[src/rtl/instruction_loader_pkg.sv]
// Shared types for the instruction loader: FSM states, error codes and small helpers.
package instruction_loader_pkg;

  localparam int BYTE_WIDTH     = 8;
  localparam int BYTES_PER_WORD = 4;
  localparam int LEN_WIDTH      = 16;

  typedef enum logic [2:0] {
    S_IDLE   = 3'd0,
    S_LEN_HI = 3'd1,
    S_LEN_LO = 3'd2,
    S_DATA   = 3'd3,
    S_CHECK  = 3'd4,
    S_DONE   = 3'd5,
    S_ERR    = 3'd6
  } state_t;

  typedef enum logic [1:0] {
    ERR_NONE    = 2'b00,
    ERR_LEN     = 2'b01,
    ERR_TIMEOUT = 2'b10,
    ERR_CSUM    = 2'b11
  } err_code_t;

  // States in which a frame is being received
  function automatic logic is_busy(input state_t s);
    return s inside {S_LEN_HI, S_LEN_LO, S_DATA, S_CHECK};
  endfunction

endpackage

[src/rtl/instruction_loader_if.sv]
// Control, byte-stream and memory-write signals of the instruction loader.
interface instruction_loader_if #(
  parameter int ADDR_WIDTH = 12,
  parameter int DATA_WIDTH = 32
);

  logic                  start;
  logic [ADDR_WIDTH-1:0] base_addr;
  logic [ADDR_WIDTH-1:0] max_words;
  logic                  rx_valid;
  logic [7:0]            rx_data;
  logic                  mem_we;
  logic [ADDR_WIDTH-1:0] mem_addr;
  logic [DATA_WIDTH-1:0] mem_data;
  logic                  busy;
  logic                  done;
  logic                  error;
  logic [1:0]            err_code;
  logic [ADDR_WIDTH-1:0] words_done;

  // Host side: OS/debug control plus the UART receiver
  modport master (
    output start, base_addr, max_words, rx_valid, rx_data,
    input  mem_we, mem_addr, mem_data, busy, done, error, err_code, words_done
  );

  // Loader side
  modport slave (
    input  start, base_addr, max_words, rx_valid, rx_data,
    output mem_we, mem_addr, mem_data, busy, done, error, err_code, words_done
  );

endinterface

[src/rtl/instruction_loader_timeout.sv]
// Inter-byte watchdog: counts enabled cycles since the last clear, pulses expired at the limit.
module loader_timeout #(
  parameter int TIMEOUT_CYCLES = 50_000_000
) (
  input  logic clk,
  input  logic reset,
  input  logic clear,
  input  logic enable,
  output logic expired
);

  localparam int CW = $clog2(TIMEOUT_CYCLES + 1);
  localparam logic [CW-1:0] LAST = CW'(TIMEOUT_CYCLES - 1);

  logic [CW-1:0] count_reg;

  always_ff @(posedge clk) begin
    if (reset || clear || !enable) begin
      count_reg <= '0;
    end else if (count_reg != LAST) begin
      count_reg <= count_reg + CW'(1);
    end
  end

  // A byte arriving in the expiry cycle takes priority over the timeout
  assign expired = enable && !clear && (count_reg == LAST);

endmodule

[src/rtl/instruction_loader.sv]
// Receives a length-prefixed, XOR-checksummed program image byte by byte and writes it
// word by word into a partition of instruction memory.
module instruction_loader
  import instruction_loader_pkg::*;
#(
  parameter int DATA_WIDTH     = 32,
  parameter int ADDR_WIDTH     = 12,
  parameter int TIMEOUT_CYCLES = 50_000_000
) (
  input logic                 clk,
  input logic                 reset,
  instruction_loader_if.slave bus
);

  state_t                state_reg, state_next;
  logic [ADDR_WIDTH-1:0] base_reg, base_next;
  logic [ADDR_WIDTH-1:0] max_reg, max_next;
  logic [ADDR_WIDTH-1:0] len_reg, len_next;
  logic [ADDR_WIDTH-1:0] words_done_reg, words_done_next;
  logic [ADDR_WIDTH-1:0] mem_addr_reg, mem_addr_next;
  logic [DATA_WIDTH-1:0] mem_data_reg, mem_data_next;
  logic                  mem_we_reg, mem_we_next;
  logic [7:0]            len_hi_reg, len_hi_next;
  logic [7:0]            csum_reg, csum_next;
  logic [1:0]            byte_cnt_reg, byte_cnt_next;
  logic [23:0]           word_shift_reg, word_shift_next;
  logic                  error_reg, error_next;
  err_code_t             err_code_reg, err_code_next;

  logic                  busy;
  logic                  accept_start;
  logic                  timeout_expired;
  logic [LEN_WIDTH-1:0]  len_value;
  logic [ADDR_WIDTH:0]   last_addr;
  logic                  len_ok;

  assign busy         = is_busy(state_reg);
  assign accept_start = bus.start && !busy;

  loader_timeout #(
    .TIMEOUT_CYCLES(TIMEOUT_CYCLES)
  ) u_timeout (
    .clk    (clk),
    .reset  (reset),
    .clear  (bus.rx_valid || accept_start),
    .enable (busy),
    .expired(timeout_expired)
  );

  // Once N <= max_words (< 2**ADDR_WIDTH) holds, the carry bit of base+N-1 flags overflow
  assign len_value = {len_hi_reg, bus.rx_data};
  assign last_addr = {1'b0, base_reg} + len_value[ADDR_WIDTH:0] - (ADDR_WIDTH + 1)'(1);
  assign len_ok    = (len_value != '0) &&
                     (len_value <= LEN_WIDTH'(max_reg)) &&
                     !last_addr[ADDR_WIDTH];

  always_ff @(posedge clk) begin
    if (reset) begin
      state_reg <= S_IDLE;
    end else begin
      state_reg <= state_next;
    end
  end

  always_comb begin
    state_next      = state_reg;
    base_next       = base_reg;
    max_next        = max_reg;
    len_next        = len_reg;
    words_done_next = words_done_reg;
    mem_addr_next   = mem_addr_reg;
    mem_data_next   = mem_data_reg;
    mem_we_next     = 1'b0;
    len_hi_next     = len_hi_reg;
    csum_next       = csum_reg;
    byte_cnt_next   = byte_cnt_reg;
    word_shift_next = word_shift_reg;
    error_next      = error_reg;
    err_code_next   = err_code_reg;

    case (state_reg)
      S_IDLE, S_DONE, S_ERR: begin
        state_next = S_IDLE;
        if (accept_start) begin
          state_next      = S_LEN_HI;
          base_next       = bus.base_addr;
          max_next        = bus.max_words;
          len_next        = '0;
          words_done_next = '0;
          len_hi_next     = '0;
          csum_next       = '0;
          byte_cnt_next   = '0;
          word_shift_next = '0;
          error_next      = 1'b0;
          err_code_next   = ERR_NONE;
        end
      end
      S_LEN_HI: begin
        if (bus.rx_valid) begin
          len_hi_next = bus.rx_data;
          state_next  = S_LEN_LO;
        end
      end
      S_LEN_LO: begin
        if (bus.rx_valid) begin
          if (len_ok) begin
            len_next   = len_value[ADDR_WIDTH-1:0];
            state_next = S_DATA;
          end else begin
            state_next    = S_ERR;
            error_next    = 1'b1;
            err_code_next = ERR_LEN;
          end
        end
      end
      S_DATA: begin
        if (bus.rx_valid) begin
          csum_next     = csum_reg ^ bus.rx_data;
          byte_cnt_next = byte_cnt_reg + 2'd1;
          if (byte_cnt_reg == 2'(BYTES_PER_WORD - 1)) begin
            mem_we_next     = 1'b1;
            mem_addr_next   = base_reg + words_done_reg;
            mem_data_next   = DATA_WIDTH'({word_shift_reg, bus.rx_data});
            words_done_next = words_done_reg + ADDR_WIDTH'(1);
            word_shift_next = '0;
            if (words_done_next == len_reg) begin
              state_next = S_CHECK;
            end
          end else begin
            word_shift_next = {word_shift_reg[15:0], bus.rx_data};
          end
        end
      end
      S_CHECK: begin
        if (bus.rx_valid) begin
          if (bus.rx_data == csum_reg) begin
            state_next = S_DONE;
          end else begin
            state_next    = S_ERR;
            error_next    = 1'b1;
            err_code_next = ERR_CSUM;
          end
        end
      end
      default: state_next = S_IDLE;
    endcase

    // expired is never high in a cycle carrying a byte, so this cannot override a byte
    if (busy && timeout_expired) begin
      state_next    = S_ERR;
      error_next    = 1'b1;
      err_code_next = ERR_TIMEOUT;
    end
  end

  always_ff @(posedge clk) begin
    if (reset) begin
      base_reg       <= '0;
      max_reg        <= '0;
      len_reg        <= '0;
      words_done_reg <= '0;
      mem_addr_reg   <= '0;
      mem_data_reg   <= '0;
      mem_we_reg     <= 1'b0;
      len_hi_reg     <= '0;
      csum_reg       <= '0;
      byte_cnt_reg   <= '0;
      word_shift_reg <= '0;
      error_reg      <= 1'b0;
      err_code_reg   <= ERR_NONE;
    end else begin
      base_reg       <= base_next;
      max_reg        <= max_next;
      len_reg        <= len_next;
      words_done_reg <= words_done_next;
      mem_addr_reg   <= mem_addr_next;
      mem_data_reg   <= mem_data_next;
      mem_we_reg     <= mem_we_next;
      len_hi_reg     <= len_hi_next;
      csum_reg       <= csum_next;
      byte_cnt_reg   <= byte_cnt_next;
      word_shift_reg <= word_shift_next;
      error_reg      <= error_next;
      err_code_reg   <= err_code_next;
    end
  end

  assign bus.mem_we     = mem_we_reg;
  assign bus.mem_addr   = mem_addr_reg;
  assign bus.mem_data   = mem_data_reg;
  assign bus.busy       = busy;
  assign bus.done       = (state_reg == S_DONE);
  assign bus.error      = error_reg;
  assign bus.err_code   = err_code_reg;
  assign bus.words_done = words_done_reg;

endmodule

[src/flat_wrapper.sv]
// flat-port wrapper written by rule: the top's interface ports become plain ports
module instruction_loader_flat import instruction_loader_pkg::*;
#(
  parameter int DATA_WIDTH     = 32,
  parameter int ADDR_WIDTH     = 12,
  parameter int TIMEOUT_CYCLES = 50_000_000
)
  (clk, reset, bus_start, bus_base_addr, bus_max_words, bus_rx_valid, bus_rx_data, bus_mem_we, bus_mem_addr, bus_mem_data, bus_busy, bus_done, bus_error, bus_err_code, bus_words_done);
  instruction_loader_if #(.ADDR_WIDTH(ADDR_WIDTH), .DATA_WIDTH(DATA_WIDTH)) bus_i ();
  input logic clk;
  input logic reset;
  input wire logic [$bits(bus_i.start)-1:0] bus_start;
  input wire logic [$bits(bus_i.base_addr)-1:0] bus_base_addr;
  input wire logic [$bits(bus_i.max_words)-1:0] bus_max_words;
  input wire logic [$bits(bus_i.rx_valid)-1:0] bus_rx_valid;
  input wire logic [$bits(bus_i.rx_data)-1:0] bus_rx_data;
  output wire logic [$bits(bus_i.mem_we)-1:0] bus_mem_we;
  output wire logic [$bits(bus_i.mem_addr)-1:0] bus_mem_addr;
  output wire logic [$bits(bus_i.mem_data)-1:0] bus_mem_data;
  output wire logic [$bits(bus_i.busy)-1:0] bus_busy;
  output wire logic [$bits(bus_i.done)-1:0] bus_done;
  output wire logic [$bits(bus_i.error)-1:0] bus_error;
  output wire logic [$bits(bus_i.err_code)-1:0] bus_err_code;
  output wire logic [$bits(bus_i.words_done)-1:0] bus_words_done;
  assign bus_i.start = bus_start;
  assign bus_i.base_addr = bus_base_addr;
  assign bus_i.max_words = bus_max_words;
  assign bus_i.rx_valid = bus_rx_valid;
  assign bus_i.rx_data = bus_rx_data;
  assign bus_mem_we = bus_i.mem_we;
  assign bus_mem_addr = bus_i.mem_addr;
  assign bus_mem_data = bus_i.mem_data;
  assign bus_busy = bus_i.busy;
  assign bus_done = bus_i.done;
  assign bus_error = bus_i.error;
  assign bus_err_code = bus_i.err_code;
  assign bus_words_done = bus_i.words_done;
  instruction_loader #(.DATA_WIDTH(DATA_WIDTH), .ADDR_WIDTH(ADDR_WIDTH), .TIMEOUT_CYCLES(TIMEOUT_CYCLES)) u_core (.clk(clk), .reset(reset), .bus(bus_i));
endmodule
[config.mk]
export PLATFORM = sky130hd
export DESIGN_NAME = instruction_loader_flat
export DESIGN_NICKNAME = d
export VERILOG_FILES = /design/src/rtl/instruction_loader_pkg.sv /design/src/rtl/instruction_loader_if.sv /design/src/rtl/instruction_loader_timeout.sv /design/src/rtl/instruction_loader.sv /design/src/flat_wrapper.sv
export SDC_FILE = /design/constraint.sdc
export NUM_CORES = 1
export LEC_CHECK = 0
export BUFFER_PORTS_ARGS = -buffer_cell sky130_fd_sc_hd__buf_2
export CAP_MARGIN = 25
export CELL_PAD_IN_SITES_DETAIL_PLACEMENT = 1
export CELL_PAD_IN_SITES_GLOBAL_PLACEMENT = 1
export CORE_ASPECT_RATIO = 0.6
export CORE_UTILIZATION = 25
export CTS_CLUSTER_DIAMETER = 30
export DETAILED_ROUTE_END_ITERATION = 6
export HOLD_SLACK_MARGIN = 0.1
export PLACE_DENSITY = 0.49
export SKIP_LAST_GASP = 1
export SLEW_MARGIN = 20
export SYNTH_ARGS = -nofsm -noshare
export SYNTH_HDL_FRONTEND = slang
export SYNTH_HIERARCHICAL = 1
export SYNTH_SLANG_ARGS = --single-unit
[constraint.sdc]
create_clock -name clk -period 4.86 [get_ports clk]
set_input_delay 0.972 -clock clk [delete_from_list [all_inputs] [get_ports clk]]
set_output_delay 0.972 -clock clk [all_outputs]
set_load 0.005 [all_outputs]
# Word-level counts from Yosys, hierarchy flattened
# Index checks and enable logic that the tools add are counted.
op_classes:
  add_sub_neg: 6
  order_cmp: 1
  n_eq_ne: 30
  n_mux: 44
  n_bitwise: 3
  reduce_logical: 33
op_table:
  columns: ["operator", "count"]
  rows:
  - ["$mux 24", 3]
  - ["$mux 12", 5]
  - ["$pmux 12 s2", 2]
  - ["$pmux 24 s2", 1]
  - ["$pmux 8 s2", 2]
  - ["$add 26x1->26 const B", 1]
  - ["$eq 26x26->1 const B", 1]
  - ["$ne 26x26->1 const B", 1]
  - ["$mux 3", 8]
  - ["$mux 8", 3]
  - ["$ne 3x3->1 const B", 8]
  - ["$reduce_and 6->1", 4]
  - ["$le 16x12->1", 1]
  - ["$mux 2", 8]
  - ["$ne 2x2->1 const B", 8]
  - ["$reduce_bool 16->1", 1]
  - ["$pmux 3 s5", 1]
  - ["$add 12x13->13", 1]
  - ["$sub 13x1->13 const B", 1]
  - ["$add 12x1->12 const B", 1]
  - ["$add 12x12->12", 1]
  - ["$eq 12x12->1", 1]
  - ["$eq 3x3->1 const B", 3]
  - ["$reduce_and 3->1", 3]
  - ["other kinds (24)", 48]
totals:
  regBits: 167
  inputBits: 36
  out_inout_bits: 62
  word_cells: 134

# Logic depth before layout (Yosys ltp)
logic_depth:
  word_depth: 11
  depth_mapped: 14
  mapped_depth_nobuf: 12

# Modules after synthesis
# The synthesis kept the hierarchy.
by_module_without_submodules:
  columns: ["mod", "instances", "cells_per_inst", "area_per_inst_um2", "seq_area_each_um2"]
  rows:
  - ["instruction_loader", 1, 949, 7220.7, 2822.7]
  - ["loader_timeout", 1, 145, 1257.5, 520.5]

# Worst setup path after synthesis
# Ideal clock, no wire load.
synth_timing:
  path_kind: "in2reg"
  start: "in bus_rx_data[5]"
  end: "reg u_core.len_reg[3]"
  setup_time_ns: 0.059
  t_arrival_ns: 3.658
  required_time_ns: 4.801
  slack_ns: 1.143
  cell_stages: 14
  path_buffers: 2
  path_cell_list: "clkbuf_1 inv_1 ha_1 inv_1 ha_1 a211oi_1 o21ai_0 a21oi_1 o21ai_0 a2111o_1 and2_1 nor4_1 buf_2 a22o_1"
synth_via:
  elab_chain_cells: 6
  word_cells_on_any_way: 9
  cone_classes: "add/sub (2); order compare (1); eq/ne (1); reduce/logical (5)"
synth_rtl:
  columns: ["item", "line_no", "rtl"]
  rows:
  - ["start: declaration", "flat_wrapper.sv:16", "input wire logic [$bits(bus_i.rx_data)-1:0] bus_rx_data;"]
  - ["$add 12x13->13", "instruction_loader.sv:52", "assign last_addr = {1'b0, base_reg} + len_value[ADDR_WIDTH:0] - (ADDR_WIDTH + 1)'(1);"]
  - ["$sub 13x1->13", "instruction_loader.sv:52", null]
  - ["$logic_not 1->1", "instruction_loader.sv:55", "!last_addr[ADDR_WIDTH];"]
  - ["$logic_and 1x1->1 *", "instruction_loader.sv:54", "(len_value <= LEN_WIDTH'(max_reg)) &&"]
  - ["$ne 2x1->1 (no source line) *", null, null]
  - ["$reduce_and 4->1 (no source line) *", null, null]
  - ["end signal: assignment", "instruction_loader.sv:174", "len_reg <= len_next;"]
  - ["end: declaration", "instruction_loader.sv:18", "logic [ADDR_WIDTH-1:0] len_reg, len_next;"]
# Mark *: on every way between the ends. The rest lies on a longest branch, timed or not.
# A chain may end at the register's enable or synchronous reset.

# Worst setup path in the final report
layout_timing:
  start: "in bus_rx_data[5]"
  end: "reg u_core.len_reg[4]"
# Same word-level chain as after synthesis.

==> metrics <==
outcome finished, final reports clean; Via density 4.82; Core ar. 0.0329 mm^2; total gr overflow 0; Post-Synthesis Cells 1094; RSZ-0062 raised after global routing false; Sum Neg Setup Slack 0 ps; syn avg cell area 7.75 um^2; period utilization 76.7%; Starting Density 25.7%; max FFs per register 32; I/O Buffers 97; Slew HR 28.5%; final-stage net count 1246; vias in the first global route 7757; CTS max path bufs 2; Max FO, Critical Path 9; Critical Path End Type flop; crit path buf inv count 4; CTS Sinks 167; Max-Cap Viols 0; register area share after synthesis 39.4%; synth top area cells dfxtp_1, nand2_1, a21oi_1, ha_1, xor2_1; clk slew on worst S/H paths 70 ps; DR DRC count 0; Critical Path RT 5190 ps; fin crit period 3730 ps; WL/cell 18.5 um; PwrDens 410 mW/mm^2; clk root buf clkbuf_16; Antenna Nets Post-Route 0; CTS resizes 0; layout cell share with drive strength beyond 1 14.2%; Fmax achieved 0.268 GHz; fill cell count 3996; most instantiated library cell after synthesis nand2_1; number of post-CTS setup repair buffers 0; Seq cells post-synth 167; CP startpoint kind input pin; first-pass GRT wire length 46.1 mm; clk_skew 10.7 ps; GPL Wtd Cong 0.785; top-area cell type share of the netlist area 39.4%; Synth area leader dfxtp_1; maximum VDD drop 0.247 mV; Netlist Area Pre-Place 0.00848 mm^2; Layout area overhead 17.6%; footprint of the multi-input gates 0.00459 mm^2; Mapped Nets 1178; CTS tree yes; max incr delay on CP 470 ps; Total GRT Usage 17.8%; Reg area 0.00334 mm^2; CTS Buf Count 17; largest net degree at the start of global routing 86; initial antenna violation count 2; Final Hold Vio Count 0; Worst path slowest cell a2111o_1; Ys Warns 6; Top Ports 98; chip height 145 um; Cell Count, Final, Fillers Out 1626; Worst-Margin Slew 1060 ps; die area 0.0347 mm^2; Synth top cells by count nand2_1, dfxtp_1, a21oi_1; vias 7834; Slew Viols, Final 0; Synth cell types 62; Primary FF master, synth dfxtp_1; H-tree levels 4; static leakage 3.95 nW; Worst Hold Class flop to flop; kind of cell adding the most delay to the critical path compound AO/OA/AOI/OAI gates; Synth async-reset ratio 0%; Die X 240 um; post-route setup slack 1130 ps; Hold Buf Count CTS 0; Worst-Skew Late Latency 440 ps; 1st-iter DRT viols 482; WP data arrival 4050 ps; post-placement cell count 1592; EDFF count, synth 0; setup violators final 0; First-pass DRT Iterations 4; crit path cell chain buf_2 > inv_1 > ha_1 > inv_1 > ha_1 > a211oi_1 > o21ai_0 > a21oi_1 > o21ai_0 > a2111o_1 > a211oi_1 > o22ai_1 > clkbuf_4 > a22o_1; row count 51; final wirelength 30.0 mm; DP Worst Slack 732 ps; worst setup path class input pin to flop; Final HPWL DP 21.7 mm
[through the flow]
step	hold WS, ps	total power [mW]	cell area [um^2]	util [%]
final	451	4.08	9970	30.3
after global routing	476	4.36	9970	30.3
after CTS	457	4.15	9960	30.3
after detailed placement	446	2.77	9410	28.6
after floorplan	432	2.33	8480	-
after global placement	443	2.76	9410	28.6
[layer usage]
| metal | global-route usage (%) | wire length (um) | up-vias | share of wire [%] |
|---|---|---|---|---|
| met5 | 0 | 0 | - | 0 |
| li1 | - | - | 3890 | - |
| met3 | 3.07 | 1320 | 6 | 4.4 |
| met1 | 27.4 | 16600 | 3828 | 55 |
| met2 | 24.6 | 12000 | 110 | 40 |
| met4 | 4.99 | 109 | 0 | 0.36 |
[cells by family after synthesis]
kind of cell / after synthesis / synth area share [%]
multiplexers: 3 / 0.354
flip-flops: 167 / 39.4
AND/OR/NAND/NOR: 429 / 23.7
XOR/XNOR: 50 / 5.17
buffers and inverters: 139 / 6.57
adder cells (fa/ha/maj): 48 / 7.17
AO/OA/AOI/OAI: 258 / 17.6
[area by class of cell]
type / count / area share, %
Antenna cell: 1 / 0.0251
Clock buffer: 19 / 4.44
Clock inverter: 13 / 1.13
Inverter: 69 / 2.60
Multi-Input combinational cell: 788 / 46.1
Sequential cell: 167 / 33.5
Tap cell: 450 / 5.65
Timing Repair Buffer: 119 / 6.55
[power by group]
part	internal, mW	leakage [nW]	switching [mW]	total, mW
Combinational	0.397	2.33	0.823	1.22
Clock	0.685	0.269	0.655	1.34
Sequential	1.45	1.35	0.0749	1.53
Total	2.53	3.95	1.55	4.08
[cell usage in the layout, fill, tap and decap left out, types with 6 or more instances in the layout]
cell type and instances:
nand2_1 194, dfxtp_1 167, a21oi_1 146, buf_2 96
nor2_1 71, inv_1 68, nand3_1 53, ha_1 47
o21ai_0 42, xor2_1 34, nor3_1 24, buf_4 22
clkbuf_16 17, xnor2_1 16, nand4_1 15, a22o_1 13
or3_1 11, o211ai_1 9, and3_1 8, nor2b_1 7
a211oi_1 7, nor4_1 7, a21o_1 6
[path summary, 6_finish.rpt]
kind / from / endpoint / slack [ps] / cells past startpoint
setup reg to reg: u_core/base_reg[5] / u_core/len_reg[4] / 1570 / 13
hold reg to reg: u_core/bus.mem_addr[5] / u_core/bus.mem_addr[5] / 450 / 2
setup / recovery: bus_rx_data[5] / u_core/len_reg[4] / 1130 / 14
hold / removal: u_core/bus.mem_addr[5] / u_core/bus.mem_addr[5] / 450 / 2
[worst register-to-register path: stages (launching register included)]
cell and delay [ps]:
dfxtp_1 360, inv_1 100, ha_1 280, inv_1 40, ha_1 300, a211oi_1 210
o21ai_0 110, a21oi_1 130, o21ai_0 210, a2111o_1 470, a211oi_1 250, o22ai_1 190
clkbuf_4 260, a22o_1 250
No activity file was read; power rests on OpenSTA's default activity.
